### src/rtl/ifetch_pkg.sv
// Shared types and encodings for the instruction fetch unit.
package ifetch_pkg;

  typedef enum logic {RUN, HALT} state_t;

  localparam logic [1:0] WORD_B  = 2'b00;
  localparam logic [1:0] WORD_H  = 2'b01;
  localparam logic [1:0] WORD_W  = 2'b10;
  localparam logic [1:0] WORD_D  = 2'b11;

  localparam logic [1:0] ILEN_32 = 2'b11;

endpackage

### src/rtl/ifetch_if.sv
// Instruction-memory read port plus the fetch-to-decode valid/ready handshake.
interface ifetch_if #(
  parameter int XLEN = 64,
  parameter int AW   = 10
);
  logic [AW-1:0]   imem_addr;
  logic [1:0]      imem_word;
  logic            imem_cs;
  logic [63:0]     imem_data;
  logic [31:0]     inst_o;
  logic [XLEN-1:0] inst_pc_o;
  logic            inst_c_o;
  logic            inst_valid_o;
  logic            inst_ready_i;

  modport master (
    output imem_addr, imem_word, imem_cs,
    output inst_o, inst_pc_o, inst_c_o, inst_valid_o,
    input  imem_data, inst_ready_i
  );

  modport slave (
    input  imem_addr, imem_word, imem_cs,
    input  inst_o, inst_pc_o, inst_c_o, inst_valid_o,
    output imem_data, inst_ready_i
  );
endinterface

### src/rtl/ifetch_len.sv
// Combinational RISC-V length decode: compressed vs 32-bit, PC step, and
// detection of a 32-bit instruction cut off by the top of the memory window.
module ifetch_len
  import ifetch_pkg::*;
#(
  parameter int XLEN      = 64,
  parameter int MEM_BYTES = 1024
) (
  input  logic [31:0]     d,
  input  logic [XLEN-1:0] pc,
  output logic [31:0]     inst,
  output logic            is_c,
  output logic [2:0]      incr,
  output logic            at_top,
  output logic            trunc
);

  always_comb begin
    is_c   = (d[1:0] != ILEN_32);
    inst   = is_c ? {16'h0, d[15:0]} : d;
    incr   = is_c ? 3'd2 : 3'd4;
    // Only a halfword remains readable in the last two bytes of the window.
    at_top = (pc == XLEN'(MEM_BYTES - 2));
    trunc  = at_top && !is_c;
  end

endmodule

### src/rtl/ifetch.sv
// Instruction fetch unit: owns the PC, issues one fetch per cycle, hands
// instructions to decode, follows redirects and halts on fetch faults.
module ifetch
  import ifetch_pkg::*;
#(
  parameter int              XLEN      = 64,
  parameter int              MEM_BYTES = 1024,
  parameter logic [XLEN-1:0] RESET_PC  = '0
) (
  input  logic            clk,
  input  logic            rst_n,
  ifetch_if.master        bus,
  input  logic            redirect_i,
  input  logic [XLEN-1:0] redirect_pc_i,
  output logic            fault_o,
  output logic [XLEN-1:0] fault_pc_o
);

  localparam int AW = $clog2(MEM_BYTES);

  state_t          state;
  logic [XLEN-1:0] pc;
  logic [31:0]     inst_q;
  logic [XLEN-1:0] inst_pc_q;
  logic            inst_c_q;
  logic            inst_vld_q;

  logic [31:0]     len_inst;
  logic            len_is_c;
  logic [2:0]      len_incr;
  logic            len_at_top;
  logic            len_trunc;
  logic            load;
  logic            fault_now;
  logic            unused_data_hi;

  ifetch_len #(
    .XLEN      (XLEN),
    .MEM_BYTES (MEM_BYTES)
  ) u_len (
    .d      (bus.imem_data[31:0]),
    .pc     (pc),
    .inst   (len_inst),
    .is_c   (len_is_c),
    .incr   (len_incr),
    .at_top (len_at_top),
    .trunc  (len_trunc)
  );

  assign unused_data_hi = ^bus.imem_data[63:32];

  // A fetch only happens when the output register is free or being drained.
  assign load      = (state == RUN) && !redirect_i && (!inst_vld_q || bus.inst_ready_i);
  assign fault_now = pc[0] || (pc >= XLEN'(MEM_BYTES)) || len_trunc;

  assign bus.imem_cs      = load;
  assign bus.imem_addr    = pc[AW-1:0];
  assign bus.imem_word    = len_at_top ? WORD_H : WORD_W;
  assign bus.inst_o       = inst_q;
  assign bus.inst_pc_o    = inst_pc_q;
  assign bus.inst_c_o     = inst_c_q;
  assign bus.inst_valid_o = inst_vld_q;

  always_ff @(posedge clk or negedge rst_n) begin
    if (!rst_n) begin
      state      <= RUN;
      pc         <= RESET_PC;
      inst_q     <= '0;
      inst_pc_q  <= '0;
      inst_c_q   <= 1'b0;
      inst_vld_q <= 1'b0;
      fault_o    <= 1'b0;
      fault_pc_o <= '0;
    end else begin
      fault_o <= 1'b0;
      if (redirect_i) begin
        state      <= RUN;
        pc         <= redirect_pc_i;
        inst_vld_q <= 1'b0;
      end else if (load) begin
        if (fault_now) begin
          state      <= HALT;
          inst_vld_q <= 1'b0;
          fault_o    <= 1'b1;
          fault_pc_o <= pc;
        end else begin
          inst_q     <= len_inst;
          inst_pc_q  <= pc;
          inst_c_q   <= len_is_c;
          inst_vld_q <= 1'b1;
          pc         <= pc + XLEN'(len_incr);
        end
      end
      // Neither redirect nor load means a stall (or HALT): everything holds.
    end
  end

endmodule
### src/flat_wrapper.sv
// flat-port wrapper written by rule: the top's interface ports become plain ports
module ifetch_flat import ifetch_pkg::*;
#(
  parameter int              XLEN      = 64,
  parameter int              MEM_BYTES = 1024,
  parameter logic [XLEN-1:0] RESET_PC  = '0
)
  (clk, rst_n, redirect_i, redirect_pc_i, fault_o, fault_pc_o, bus_imem_addr, bus_imem_word, bus_imem_cs, bus_inst_o, bus_inst_pc_o, bus_inst_c_o, bus_inst_valid_o, bus_imem_data, bus_inst_ready_i);
  ifetch_if #(.XLEN(XLEN)) bus_i ();
  input  logic clk;
  input  logic rst_n;
  input  logic redirect_i;
  input  logic [XLEN-1:0] redirect_pc_i;
  output logic fault_o;
  output logic [XLEN-1:0] fault_pc_o;
  output wire logic [$bits(bus_i.imem_addr)-1:0] bus_imem_addr;
  output wire logic [$bits(bus_i.imem_word)-1:0] bus_imem_word;
  output wire logic [$bits(bus_i.imem_cs)-1:0] bus_imem_cs;
  output wire logic [$bits(bus_i.inst_o)-1:0] bus_inst_o;
  output wire logic [$bits(bus_i.inst_pc_o)-1:0] bus_inst_pc_o;
  output wire logic [$bits(bus_i.inst_c_o)-1:0] bus_inst_c_o;
  output wire logic [$bits(bus_i.inst_valid_o)-1:0] bus_inst_valid_o;
  input wire logic [$bits(bus_i.imem_data)-1:0] bus_imem_data;
  input wire logic [$bits(bus_i.inst_ready_i)-1:0] bus_inst_ready_i;
  assign bus_imem_addr = bus_i.imem_addr;
  assign bus_imem_word = bus_i.imem_word;
  assign bus_imem_cs = bus_i.imem_cs;
  assign bus_inst_o = bus_i.inst_o;
  assign bus_inst_pc_o = bus_i.inst_pc_o;
  assign bus_inst_c_o = bus_i.inst_c_o;
  assign bus_inst_valid_o = bus_i.inst_valid_o;
  assign bus_i.imem_data = bus_imem_data;
  assign bus_i.inst_ready_i = bus_inst_ready_i;
  ifetch #(.XLEN(XLEN), .MEM_BYTES(MEM_BYTES), .RESET_PC(RESET_PC)) u_core (.clk(clk), .rst_n(rst_n), .bus(bus_i), .redirect_i(redirect_i), .redirect_pc_i(redirect_pc_i), .fault_o(fault_o), .fault_pc_o(fault_pc_o));
endmodule
### config.mk
export PLATFORM = sky130hd
export DESIGN_NAME = ifetch_flat
export DESIGN_NICKNAME = d
export VERILOG_FILES = /design/src/rtl/ifetch_pkg.sv /design/src/rtl/ifetch_if.sv /design/src/rtl/ifetch_len.sv /design/src/rtl/ifetch.sv /design/src/flat_wrapper.sv
export SDC_FILE = /design/constraint.sdc
export NUM_CORES = 1
export LEC_CHECK = 0
export BUFFER_PORTS_ARGS = -buffer_cell sky130_fd_sc_hd__buf_4
export CORE_MARGIN = 1
export CORE_UTILIZATION = 54
export DETAILED_ROUTE_END_ITERATION = 12
export GPL_TIMING_DRIVEN = 0
export PLACE_DENSITY = 0.82
export SYNTH_ARGS = -nofsm -noshare
export SYNTH_HDL_FRONTEND = slang
export SYNTH_SLANG_ARGS = --single-unit
### constraint.sdc
create_clock -name clk -period 4.7 [get_ports clk]
set_input_delay 0.705 -clock clk [delete_from_list [all_inputs] [get_ports clk]]
set_output_delay 0.705 -clock clk [all_outputs]
set_load 0.01 [all_outputs]
After elaboration in Yosys (flattened, before gate mapping) --
Cells that the tools add are included.
Storage, ports and cells: register bits after elaboration 228, output and inout port bits 176, input bits 132
Cells by class: bitwise logic cells 3, multiplexer cells 15, add/sub/neg operators 1, $lt $le $gt $ge 1, equal/unequal tests 3, reductions and logical operators 15
Operators with widths (number):
- 2-to-1 mux 64 bit | 3
- adder 64 x 3 -> 64 bit | 1
- == test 64 x 10 -> 1 bit (second input constant) | 1
- greater-or-equal comparator 64 x 11 -> 1 bit (second input constant) | 1
- 2-to-1 mux 32 bit | 1
- 2-to-1 mux 1 bit | 9
- AND reduction 3 bit | 2
- inequality test 2 bit (second input constant) | 2
- AND reduction 2 bit | 2
- nonzero test 2 bit | 2
- logical AND 1 bit | 3
- zero test 1 bit | 3
- logical OR 1 bit | 3
- 2-to-1 mux 3 bit | 1
- NOT 1 bit | 3
- 2-to-1 mux 2 bit | 1

Longest topological paths before layout --
word-level depth 7, gate-level depth with buffers 8

By module --
Synthesis repeated with hierarchy kept, for this count alone.
Unflattened totals: cell total of the unflattened synthesis 643, area total of the unflattened synthesis 9115.0 um^2
Modules (own cells, without submodules):
- ifetch | times used 1, cells an instance 582, area each 8710.9 um^2
- ifetch_len | times used 1, cells an instance 61, area each 404.1 um^2

Worst setup path after synthesis --
No wires, ideal clock.
kind input to register, from input port bus_imem_data[0], to register u_core.pc[9], arrival time 2626 ps, path buffers 0, stages on the path 8, library setup time 151 ps, path slack 1923 ps, cell sequence nand2_1 -> ha_1 -> inv_1 -> fa_1 -> or3b_2 -> or2_2 -> o41ai_1 -> o311ai_0
Between the ends: cells in the longest elaborated chain, start to end 6, elaborated cells between the ends (all ways) 11, classes of those cells add/sub: 1; eq/ne: 2; mux: 4; reduce/logical: 4
Ends and longest elaborated chain:
- start, declared | line flat_wrapper.sv:23 | input wire logic [$bits(bus_i.imem_data)-1:0] bus_imem_data;
- inequality test 2 bit (*) | line ifetch_len.sv:19 | is_c = (d[1:0] != ILEN_32);
- 2-to-1 mux 3 bit or zero test 1 bit (tied branches) | line ifetch_len.sv:21, ifetch_len.sv:24
- adder 64 x 3 -> 64 bit or logical AND 1 bit (tied branches) | line ifetch.sv:91, ifetch_len.sv:24
- 2-to-1 mux 64 bit or logical OR 1 bit (tied branches) | line ifetch.sv:81, ifetch.sv:54
- 2-to-1 mux 64 bit or inequality test 2 bit (tied branches)
- 2-to-1 mux 64 bit or AND reduction 2 bit (tied branches)
- end signal, assigned | line ifetch.sv:78 | pc <= redirect_pc_i;
- end signal, assigned | line ifetch.sv:91 | pc <= pc + XLEN'(len_incr);
- end, declared | line ifetch.sv:22 | logic [XLEN-1:0] pc;
Every way passes the cells marked *; elsewhere a longest branch is shown, timed or not. The select of a mux whose other input is x is not followed. A chain may end at the register's enable or synchronous reset.

Worst setup path after layout --
from register u_core.pc[53], to output port bus_imem_word[1]
Between the ends: cells in the longest elaborated chain, start to end 2
Ends and longest elaborated chain:
- == test 64 x 10 -> 1 bit | line ifetch_len.sv:23 | at_top = (pc == XLEN'(MEM_BYTES - 2));
- 2-to-1 mux 2 bit | line ifetch.sv:58 | assign bus.imem_word = len_at_top ? WORD_H : WORD_W;
- end, declared | line flat_wrapper.sv:17 | output wire logic [$bits(bus_i.imem_word)-1:0] bus_imem_word;
Every way passes these cells.

==> reports/summary.json <==
{
  "synth_nets": {"value": 735},
  "nets": {"value": 1036},
  "mapped_cells": {"value": 600},
  "crit_arrival": {"value": 2.45, "unit": "ns"},
  "grt_antenna_before_repair": {"value": 0},
  "p_int": {"value": 0.003617, "unit": "W"},
  "max_slew.worst_pin.slew": {"value": 0.8050, "unit": "ns"},
  "synth_top_cells_by_area": {"value": "dfrtp_1 63%, mux2_2 14%, mux2_4 8.1%, and2_1 3.8%, buf_12 1.3%"},
  "crit_path_start_kind": {"value": "register"},
  "timing.final.setup_violations": {"value": 0},
  "grt_max_degree": {"value": 123},
  "yosysSeqAreaShare": {"value": 62.54, "unit": "%"},
  "fillCellCount": {"value": 1031},
  "drv.max_cap_violation_count": {"value": 0},
  "crit_path_max_fanout": {"value": 3},
  "vias_per_cell": {"value": 5.291},
  "detail_route.first_pass.iterations": {"value": 4},
  "crit_type": {"value": "register to output pin"},
  "layout.core_utilization": {"value": 74.04, "unit": "%"},
  "gp_congestion": {"value": 0.8160},
  "clkPwrFrac": {"value": 37.5, "unit": "%"},
  "grt_usage": {"value": 25.86, "unit": "%"},
  "worst_skew_pair.late_latency": {"value": 0.51, "unit": "ns"},
  "timing.clock.skew": {"value": 0.01233, "unit": "ns"},
  "holdWs": {"value": 0.2207, "unit": "ns"},
  "synth_edf_count": {"value": 0},
  "synth_flop_cell": {"value": "dfrtp_1"},
  "postRouteWirelength": {"value": 22070, "unit": "um"},
  "dpl.hpwl": {"value": 16030, "unit": "um"},
  "hold_class": {"value": "input pin to asynchronous set/reset pin"},
  "first_global_vias": {"value": 6617},
  "fp.dieH": {"value": 132.0, "unit": "um"},
  "cts_post_setup_buffers_inserted": {"value": 0},
  "static-leakage-power": {"value": 6.207, "unit": "nW"},
  "timing.reg2reg.worst_path_depth": {"value": 7},
  "io_pins": {"value": 308},
  "power.net_switching": {"value": 0.001135, "unit": "W"},
  "post_cts.resized_instances": {"value": 0},
  "synth.most_common_cell": {"value": "dfrtp_1"},
  "layout_cells_sized_above_1": {"value": 55.07, "unit": "%"},
  "initial_utilization": {"value": 55.21, "unit": "%"},
  "h-tree-depth": {"value": 1},
  "wl_per_cell": {"value": 19.41, "unit": "um"},
  "totalNegativeSetupSlack": {"value": 0, "unit": "ns"},
  "post_synthesis_cell_area": {"value": 9122, "unit": "sq um"},
  "synth_commonest_cells": {"value": "228 x dfrtp_1, 113 x mux2_2, 56 x and2_1"},
  "cts.hold.buffers_added": {"value": 0},
  "p_comb_share": {"value": 14.9, "unit": "%"},
  "endpoint_kind": {"value": "output pin"},
  "drt_drc_violations_left": {"value": 0},
  "clock_path_buffers": {"value": 3},
  "clk_root_buffer_cell": {"value": "clkbuf_16"},
  "grt_remaining_overflow": {"value": 0},
  "power.share.switching": {"value": 23.89, "unit": "%"},
  "synthesis.yosys.warnings": {"value": 0},
  "synthDistinctLibCells": {"value": 42},
  "diode_count": {"value": 0},
  "design.die.area": {"value": 17420, "unit": "sq um"},
  "achievable-frequency": {"value": 317.0, "unit": "MHz"},
  "synth_top_area_cell": {"value": "dfrtp_1"},
  "async_flop_share": {"value": 100.0, "unit": "%"},
  "status": {"value": "finished clean"},
  "numPortBuffers": {"value": 275},
  "post-synth-top-area-fraction": {"value": 62.54, "unit": "%"},
  "rsz_0062_raised_after_global_routing": {"value": "no"},
  "cts_tree": {"value": "built"},
  "timing.final.crit_share": {"value": 67.12, "unit": "%"},
  "core_area": {"value": 16520, "unit": "sq um"},
  "postRouteAntennaNets": {"value": 0},
  "power.ir.vdd_worst": {"value": 0.2437, "unit": "mV"},
  "finalHoldViolCount": {"value": 0},
  "yosys_register_bits": {"value": 228},
  "synth_area_per_cell": {"value": 15.20, "unit": "sq um"},
  "timing.critical_path.required": {"value": 3.99, "unit": "ns"},
  "std_cell_rows": {"value": 47},
  "max-slew-margin-rel": {"value": 46.34, "unit": "%"},
  "route.vias.total": {"value": 6016},
  "fp.dieW": {"value": 132.0, "unit": "um"},
  "relative_area_change_from_synthesis_to_final_layout": {"value": 34.11, "unit": "%"},
  "cts_num_sinks": {"value": 228},
  "seqPwrFrac": {"value": 47.6, "unit": "%"},
  "number_of_cts_inserted_buffers": {"value": 23},
  "wire_length_of_the_first_global_routing_pass": {"value": 35550, "unit": "um"},
  "drt_first_iter_violations": {"value": 265},
  "drv_slew": {"value": 0},
  "power.density": {"value": 388.4, "unit": "nW/um^2"},
  "finalCriticalPeriod": {"value": 3.155, "unit": "ns"},
  "clkTransAtPathRegs": {"value": 0.06, "unit": "ns"}
}
==> critical path, cell delays in order, from the launching register on <==
cell     delay, ns
dfrtp_1       0.40
nor4_1        0.48
nand4_1       0.33
nor2_1        0.18
nand3_1       0.12
or2_2         0.29
buf_4         0.15
==> per-stage QoR <==
stage	setup WS (ns)	total power, W	cells	area (sq um)
global placement	1.414	0.002971	1095	11460
global route	1.450	0.004932	1137	12230
floorplan	1.923	0.002617	600	9123
finish	1.545	0.004752	1137	12230
CTS	1.503	0.004799	1137	12230
detailed placement	1.514	0.003009	1096	11500
==> final cells by class <==
type,instances,area [sq um],area share (%)
multi-input combinational,326,3075,25.14
clock inverter,4,48.80,0.3989
clock buffer,37,688.2,5.625
buffer,41,322.8,2.639
tap,220,275.3,2.250
inverter,5,18.77,0.1534
timing repair buffer,276,2100,17.16
sequential,228,5705,46.64
==> path summary, 6_finish.rpt <==
kind                                                            from                              endpoint  slack, ns
worst max-delay path                       u_core.pc[53]$_DFFE_PN0P_                      bus_imem_word[1]       1.55
worst min-delay path                                           rst_n     u_core.fault_pc_o[33]$_DFFE_PN0P_       0.22
worst max register to register             u_core.pc[53]$_DFFE_PN0P_              u_core.pc[4]$_DFFE_PN0P_       1.95
worst min register to register  u_core.bus.inst_pc_o[56]$_DFFE_PN0P_  u_core.bus.inst_pc_o[56]$_DFFE_PN0P_       0.49
max in group asynchronous                                      rst_n     u_core.fault_pc_o[11]$_DFFE_PN0P_       3.43
min in group clk                                    redirect_pc_i[8]              u_core.pc[8]$_DFFE_PN0P_       0.41
==> sequential cells by signal (all words and copies together) (netlist names) <==
name and flops:
u_core.bus.inst_o 32, u_core.fault_pc_o 64, u_core.bus.inst_pc_o 64, u_core.state 1
u_core.pc 64, u_core.bus.inst_valid_o 1, u_core.bus.inst_c_o 1, u_core.fault_o 1
==> layer usage <==
metal	track usage, %	vias up	share of wire (%)
li1	-	2690	-
met1	31.47	3048	40
met2	45.30	231	50
met3	6.767	47	7.3
met4	7.494	0	2.7
met5	0	-	0
==> cell usage in the layout (no fill, tap or decap), drive strengths merged, types with 3 or more instances in the layout <==
master / n
buf: 303
dfrtp: 228
mux2: 162
and2: 56
clkbuf: 51
and3: 16
nand2: 14
nor4: 13
nor2: 6
nor3: 6
inv: 6
nand4: 5
nor2b: 5
o41ai: 5
nand3: 5
o311ai: 4
a21oi: 4
or2: 3
mux2i: 3
==> cells by family (layout without fill, tap and decap cells) <==
logic type	after synthesis	count (layout)	synth area share, %
flip-flops	228	228	62.54
multiplexers	165	165	22.34
AND/OR/NAND/NOR	137	137	8.998
buffers and inverters	46	363	3.744
AO/OA/AOI/OAI	21	21	1.879
adder cells (fa/ha/maj)	3	3	0.4937
==> power groups by stage <==
stage / clock network (W) / registers, W / logic (W)
6_report: 0.00178 / 0.00226 / 0.000708
2_1_floorplan: 0 / 0.00231 / 0.000304
4_1_cts: 0.00182 / 0.00226 / 0.000719
5_1_grt: 0.00190 / 0.00228 / 0.000756
3_5_place_dp: 0 / 0.00229 / 0.000714
3_3_place_gp: 0 / 0.00228 / 0.000690
No activity file was read; power rests on OpenSTA's default activity.
